## src/rtl/line_fifo_arbiter_pkg.sv

```systemverilog
// Shared phase encoding and default sizing for the line FIFO arbiter.
package line_fifo_arbiter_pkg;
   localparam int LFA_DATA_WIDTH = 16;
   localparam int LFA_DEPTH      = 2048;

   typedef enum logic [1:0] {
      PH_LOAD  = 2'd0,
      PH_SOLVE = 2'd1,
      PH_FLUSH = 2'd2
   } phase_e;
endpackage

```

## src/rtl/line_pass_counter.sv

```systemverilog
// Tracks solver passes over the FIFO contents: pass length, reads so far,
// end-of-pass pulse and a saturating count of completed passes.
module line_pass_counter #(
   parameter int CNT_W = 12
) (
   input  logic             clk,
   input  logic             rst_n,
   input  logic             load_go_i,
   input  logic             rd_i,
   input  logic             clr_i,
   input  logic [CNT_W-1:0] occ_i,
   input  logic [CNT_W-1:0] occ_next_i,
   output logic             pass_done_o,
   output logic [7:0]       pass_count_o
);
   logic [CNT_W-1:0] pass_len_q, pass_len_d;
   logic [CNT_W-1:0] rd_cnt_q, rd_cnt_d;
   logic             done_q, done_d;
   logic [7:0]       cnt_q, cnt_d;

   always_comb begin
      pass_len_d = pass_len_q;
      rd_cnt_d   = rd_cnt_q;
      done_d     = 1'b0;
      cnt_d      = cnt_q;
      if (load_go_i) begin
         pass_len_d = occ_i;
         rd_cnt_d   = '0;
      end else if (rd_i) begin
         // An empty pass never completes, so pass_done stays quiet.
         if (pass_len_q != '0 && (rd_cnt_q + CNT_W'(1)) == pass_len_q) begin
            done_d     = 1'b1;
            rd_cnt_d   = '0;
            pass_len_d = occ_next_i;
            if (cnt_q != 8'hFF) cnt_d = cnt_q + 8'd1;
         end else begin
            rd_cnt_d = rd_cnt_q + CNT_W'(1);
         end
      end
      if (clr_i) cnt_d = 8'd0;
   end

   always_ff @(posedge clk or negedge rst_n) begin
      if (!rst_n) begin
         pass_len_q <= '0;
         rd_cnt_q   <= '0;
         done_q     <= 1'b0;
         cnt_q      <= 8'd0;
      end else begin
         pass_len_q <= pass_len_d;
         rd_cnt_q   <= rd_cnt_d;
         done_q     <= done_d;
         cnt_q      <= cnt_d;
      end
   end

   assign pass_done_o  = done_q;
   assign pass_count_o = cnt_q;
endmodule

```

## src/rtl/line_fifo_arbiter.sv

```systemverilog
// Arbitrates a shared line FIFO between parser (LOAD) and solver (SOLVE),
// drains it in FLUSH, and tracks occupancy, passes and sticky errors.
module line_fifo_arbiter
   import line_fifo_arbiter_pkg::*;
#(
   parameter int DATA_WIDTH = LFA_DATA_WIDTH,
   parameter int DEPTH      = LFA_DEPTH,
   localparam int CNT_W     = $clog2(DEPTH+1)
) (
   input  logic                  clk,
   input  logic                  rst_n,
   input  logic                  p_wr_valid,
   input  logic [DATA_WIDTH-1:0] p_wr_data,
   output logic                  p_wr_ready,
   input  logic                  p_first_read,
   input  logic                  board_parsed,
   input  logic                  s_wr_valid,
   input  logic [DATA_WIDTH-1:0] s_wr_data,
   output logic                  s_wr_ready,
   input  logic                  s_rd_req,
   input  logic                  solved,
   output logic [DATA_WIDTH-1:0] fifo_din,
   output logic                  fifo_wr_en,
   output logic                  fifo_rd_en,
   input  logic                  fifo_full,
   input  logic                  fifo_empty,
   output logic [1:0]            phase,
   output logic [CNT_W-1:0]      occupancy,
   output logic                  pass_done,
   output logic [7:0]            pass_count,
   output logic [1:0]            err
);
   phase_e           phase_q, phase_d;
   logic [CNT_W-1:0] occ_q, occ_d;
   logic [1:0]       err_q, err_d;

   logic in_load, in_solve, in_flush;
   logic rd_req, load_go, flush_done, wr_blocked;

   assign in_load  = (phase_q == PH_LOAD);
   assign in_solve = (phase_q == PH_SOLVE);
   assign in_flush = (phase_q == PH_FLUSH);

   // Handshakes are gated by rst_n so they drop immediately on reset assertion.
   assign p_wr_ready = rst_n & in_load  & ~fifo_full;
   assign s_wr_ready = rst_n & in_solve & ~fifo_full;
   assign fifo_wr_en = (p_wr_valid & p_wr_ready) | (s_wr_valid & s_wr_ready);
   assign fifo_din   = in_solve ? s_wr_data : p_wr_data;

   assign rd_req     = in_load ? p_first_read : (in_solve ? s_rd_req : 1'b1);
   assign fifo_rd_en = rst_n & rd_req & ~fifo_empty;

   assign load_go    = in_load & board_parsed;
   assign flush_done = in_flush & fifo_empty;
   assign wr_blocked = ((p_wr_valid & in_load) | (s_wr_valid & in_solve)) & fifo_full;

   always_comb begin
      phase_d = phase_q;
      case (phase_q)
         PH_LOAD:  if (board_parsed) phase_d = PH_SOLVE;
         PH_SOLVE: if (solved)       phase_d = PH_FLUSH;
         PH_FLUSH: if (fifo_empty)   phase_d = PH_LOAD;
         default:                    phase_d = PH_LOAD;
      endcase
   end

   always_comb begin
      occ_d = occ_q;
      if (fifo_wr_en && !fifo_rd_en && occ_q != CNT_W'(DEPTH)) occ_d = occ_q + CNT_W'(1);
      else if (fifo_rd_en && !fifo_wr_en && occ_q != '0)       occ_d = occ_q - CNT_W'(1);
   end

   always_comb begin
      err_d = err_q | {rd_req & fifo_empty & ~in_flush, wr_blocked};
      if (flush_done) err_d = 2'b00;
   end

   always_ff @(posedge clk or negedge rst_n) begin
      if (!rst_n) begin
         phase_q <= PH_LOAD;
         occ_q   <= '0;
         err_q   <= 2'b00;
      end else begin
         phase_q <= phase_d;
         occ_q   <= occ_d;
         err_q   <= err_d;
      end
   end

   line_pass_counter #(.CNT_W(CNT_W)) u_pass (
      .clk          (clk),
      .rst_n        (rst_n),
      .load_go_i    (load_go),
      .rd_i         (fifo_rd_en & in_solve),
      .clr_i        (flush_done),
      .occ_i        (occ_q),
      .occ_next_i   (occ_d),
      .pass_done_o  (pass_done),
      .pass_count_o (pass_count)
   );

   assign phase     = phase_q;
   assign occupancy = occ_q;
   assign err       = err_q;
endmodule

```

## config.mk

```make
export PLATFORM = sky130hd
export DESIGN_NAME = line_fifo_arbiter
export DESIGN_NICKNAME = d
export VERILOG_FILES = /design/src/rtl/line_fifo_arbiter_pkg.sv /design/src/rtl/line_pass_counter.sv /design/src/rtl/line_fifo_arbiter.sv
export SDC_FILE = /design/constraint.sdc
export NUM_CORES = 1
export LEC_CHECK = 0
export CAP_MARGIN = 15
export CORE_ASPECT_RATIO = 0.7
export CORE_MARGIN = 1
export CORE_UTILIZATION = 50
export CTS_CLUSTER_SIZE = 24
export DETAILED_ROUTE_END_ITERATION = 8
export GPL_ROUTABILITY_DRIVEN = 0
export MAX_ROUTING_LAYER = met4
export PLACE_DENSITY = 0.82
export SYNTH_ARGS = -nofsm -noshare
export SYNTH_HDL_FRONTEND = slang
export SYNTH_HIERARCHICAL = 1
export SYNTH_SLANG_ARGS = --single-unit
export TNS_END_PERCENT = 100
```

## constraint.sdc

```tcl
create_clock -name clk -period 3.6 [get_ports clk]
set_input_delay 0.36 -clock clk [delete_from_list [all_inputs] [get_ports clk]]
set_output_delay 0.36 -clock clk [all_outputs]
set_load 0.005 [all_outputs]
```

==> summary.log <==
[outcome] run status completed
[worst_setup_path] type of element launching the critical path register
[place] Port Buffer Count 86
[drt] DRC marker count from the first detailed-route iteration 255
[worst_setup_path] Worst EP arrival 3.15 ns
[sta] period utilisation layout 81.0%
[grt] pin count of the biggest net entering global routing 48
[power_and_ir_drop] leakage component of the power 1.87 nW
[finish] final core utilization 66.5%
[clock_tree] clock latency at the later pin of the worst-skew pair 0.31 ns
[finish] summed area of non-filler cells in the final layout 4500 sq um
[finish] share of cells above drive strength 1 9.80%
[worst_setup_path] capturing element type of the critical path register
[sta] aggregate negative setup slack 0 ns
[floorplan] starting utilization of the core area 51.7%
[yosys] syn_area_per_cell 9.05 sq um
[grt] GRT overflow 0
[power_and_ir_drop] PwrDens 604 nW/um^2
[clock_tree] clock-pin slew on the worst setup and hold paths 0.09 ns
[sta] worst slew margin relative to its limit 44.8%
[drt] DRC violations left 0
[finish] synth-to-layout area growth 28.6%
[floorplan] core area 6760 sq um
[floorplan] die area 7330 sq um
[grt] vias in the first global route 3114
[sta] total count of max-transition violations in the final report 0
[yosys] register bit count reported by yosys 49
[drt] routed len/inst 17.3 um
[clock_tree] cell chosen for the clock root clkbuf_8
[sta] hold_ws 0.406 ns
[sta] Period minus WS final 2.92 ns
[worst_setup_path] crit-path max FO 11
[worst_setup_path] cell with the biggest individual delay on the critical path or4_1
[clock_tree] clock tree from TritonCTS yes
[worst_setup_path] critical path type register to register
[yosys] Synthesized Nets 434
[clock_tree] Post-CTS Setup Repair Bufs 0
[sta] endpoints failing setup 0
[finish] antenna diode count 0
[worst_setup_path] Req. time, crit path 3.84 ns
[grt] global-route total usage across every layer 28.8%
[yosys] number of standard cells after synthesis 386
[sta] setup repair after global routing missed its margin no
[drt] routed via count divided by cell count 5.91
[yosys] FFs w/ async S/R, synth 100%
[floorplan] Ports 87
[floorplan] standard-cell row count 25
[floorplan] die height 71.9 um
[drt] number of vias after detailed routing 3270
[clock_tree] clk buf depth 2
[place] dpl cell area 4370 sq um
[sta] transition time at the pin with the least slew margin 0.829 ns
[power_and_ir_drop] worst IR drop on VDD 0.000396 V
[sta] number of hold violations in the final report 0
[worst_setup_path] Critical path buffers and inverters 0
[job] count of maximum capacitance violations 0
[clock_tree] number of clock buffers inserted by TritonCTS 5
[drt] overall routed net length 9.58 mm
[drt] Post-DRT Antenna Nets 0
[worst_setup_path] CP Cell Sequence ha_1 > nand4_1 > or3_1 > o2bb2ai_1 > nor4_4 > nand4_2 > or4_1 > a21oi_1
[floorplan] die width 102 um
[grt] antenna violations before repair 0
[sta] highest achievable clock rate 343 MHz
[yosys] sequential element share of the synthesized area 35.1%
[finish] number of nets in the final layout 506
[power_and_ir_drop] post-layout total power 0.00272 W
[drt] detailed-routing iteration count for the pre-antenna-repair pass 6
[clock_tree] # H-tree levels 2
[yosys] predominant post-synthesis flop cell dfrtp_1
[worst_setup_path] crit-path max cell delay 0.57 ns
[yosys] number of distinct library cells after synthesis 59
[clock_tree] CTS Sinks 49
[sta] clk_skew 0.00464 ns
[hold_path] Hold Crit Class input pin to async pin
[yosys] synth warn 6
[grt] first-pass GRT wire length 15.9 mm
[yosys] count of flip-flops with a built-in enable after synthesis 0
[worst_setup_path] kind of cell adding the most delay to the critical path simple AND/OR/NAND/NOR gates
[yosys] area of the mapped netlist 3490 sq um
[place] post-DP HPWL 7.04 mm
final cells by class:
cell class | instances | area [sq um]
Tap cell | 94 | 118
Timing Repair Buffer | 92 | 903
Fill cell | 584 | 2260
Inverter | 11 | 41.3
Multi-Input combinational cell | 299 | 2090
Clock buffer | 7 | 86.3
Clock inverter | 1 | 30.0
Sequential cell | 49 | 1230
registers in the layout, summed over array words and instances (netlist names):
name,count
phase,2
occupancy,12
u_pass/pass_done_o,1
u_pass/pass_len_q,12
err,2
u_pass/pass_count_o,8
u_pass/rd_cnt_q,12
power by group:
group          internal (W)  switching [W]
Combinational      0.000674       0.000608
Sequential         0.000703       0.000315
Clock              0.000227       0.000189
Total               0.00160        0.00111
cells by family after synthesis:
kind of cell | after synthesis | synth area share [%]
AO/OA/AOI/OAI | 75 | 14.9
XOR/XNOR | 22 | 5.51
adder cells (fa/ha/maj) | 6 | 2.15
buffers and inverters | 38 | 5.23
flip-flops | 49 | 35.1
multiplexers | 41 | 12.6
AND/OR/NAND/NOR | 155 | 24.5
stage by stage:
step | setup slack [ns] | cells
after floorplan | 0.992 | 386
after global placement | 0.833 | 544
after detailed placement | 0.704 | 544
after CTS | 0.702 | 553
after global routing | 0.439 | 553
final | 0.685 | 553
path summary, 6_finish.rpt:
path,start,to,slack (ns),cells after the start
setup / recovery,u_pass/rd_cnt_q[0],u_pass/pass_count_o[4],0.68,8
hold / removal,rst_n,phase[1],0.41,2
setup reg to reg,u_pass/rd_cnt_q[0],u_pass/pass_count_o[4],0.68,8
hold reg to reg,err[0],err[0],0.55,2
max in group asynchronous,rst_n,u_pass/rd_cnt_q[5],2.41,3
min in group clk,err[0],err[0],0.55,2
repair_timing:
action / 4_1_cts / 5_1_grt
resized for setup: 0 / 0
hold buffers: 1 / 0
endpoints found under the hold margin: 2 / 0
layer usage:
metal  track usage (%)  part of all wire (%)  routed length [um]
met2              41.7                    44                4220
met5                 -                     0                   0
met4              4.92                  0.68                  65
met3              5.59                   7.5                 717
met1              42.6                    48                4580
synth_stat cells (all sizes together) (6+ instances only):
master,instances,share of area [%]
nor2,27,2.9
nor3,11,1.7
o31ai,8,1.7
nand4,12,2.5
buf,12,2.4
ha,6,2.1
nand2,35,4.0
clkbuf,15,1.6
o21ai,20,2.9
xnor2,10,2.5
or4,6,1.3
or3,8,1.4
dfrtp,49,35
nor4,6,1.5
xor2,12,3.0
mux2i,20,5.7
inv,10,1.1
mux2,21,6.9
a21oi,9,1.3
nand3,24,3.8
a22oi,10,2.1
placed cells by master (no fill, tap or decap), types with 3 or more instances in the layout:
master / n
o21a_1: 5
o22ai_1: 5
xor2_1: 12
or4_1: 6
nand2_1: 34
inv_1: 10
nor2b_1: 4
nor2_1: 27
a22oi_1: 10
buf_4: 5
o21ai_0: 20
ha_1: 6
nand3_1: 23
and3_1: 5
o21bai_1: 3
o31ai_1: 8
nor4_1: 5
a21oi_1: 9
mux2i_1: 20
mux2_2: 19
nand4_1: 10
clkdlybuf4s50_1: 85
xnor2_1: 10
a21o_1: 3
or3_1: 8
nor3_1: 10
clkbuf_8: 6
dfrtp_1: 49
No activity file was read; power rests on OpenSTA's default activity.
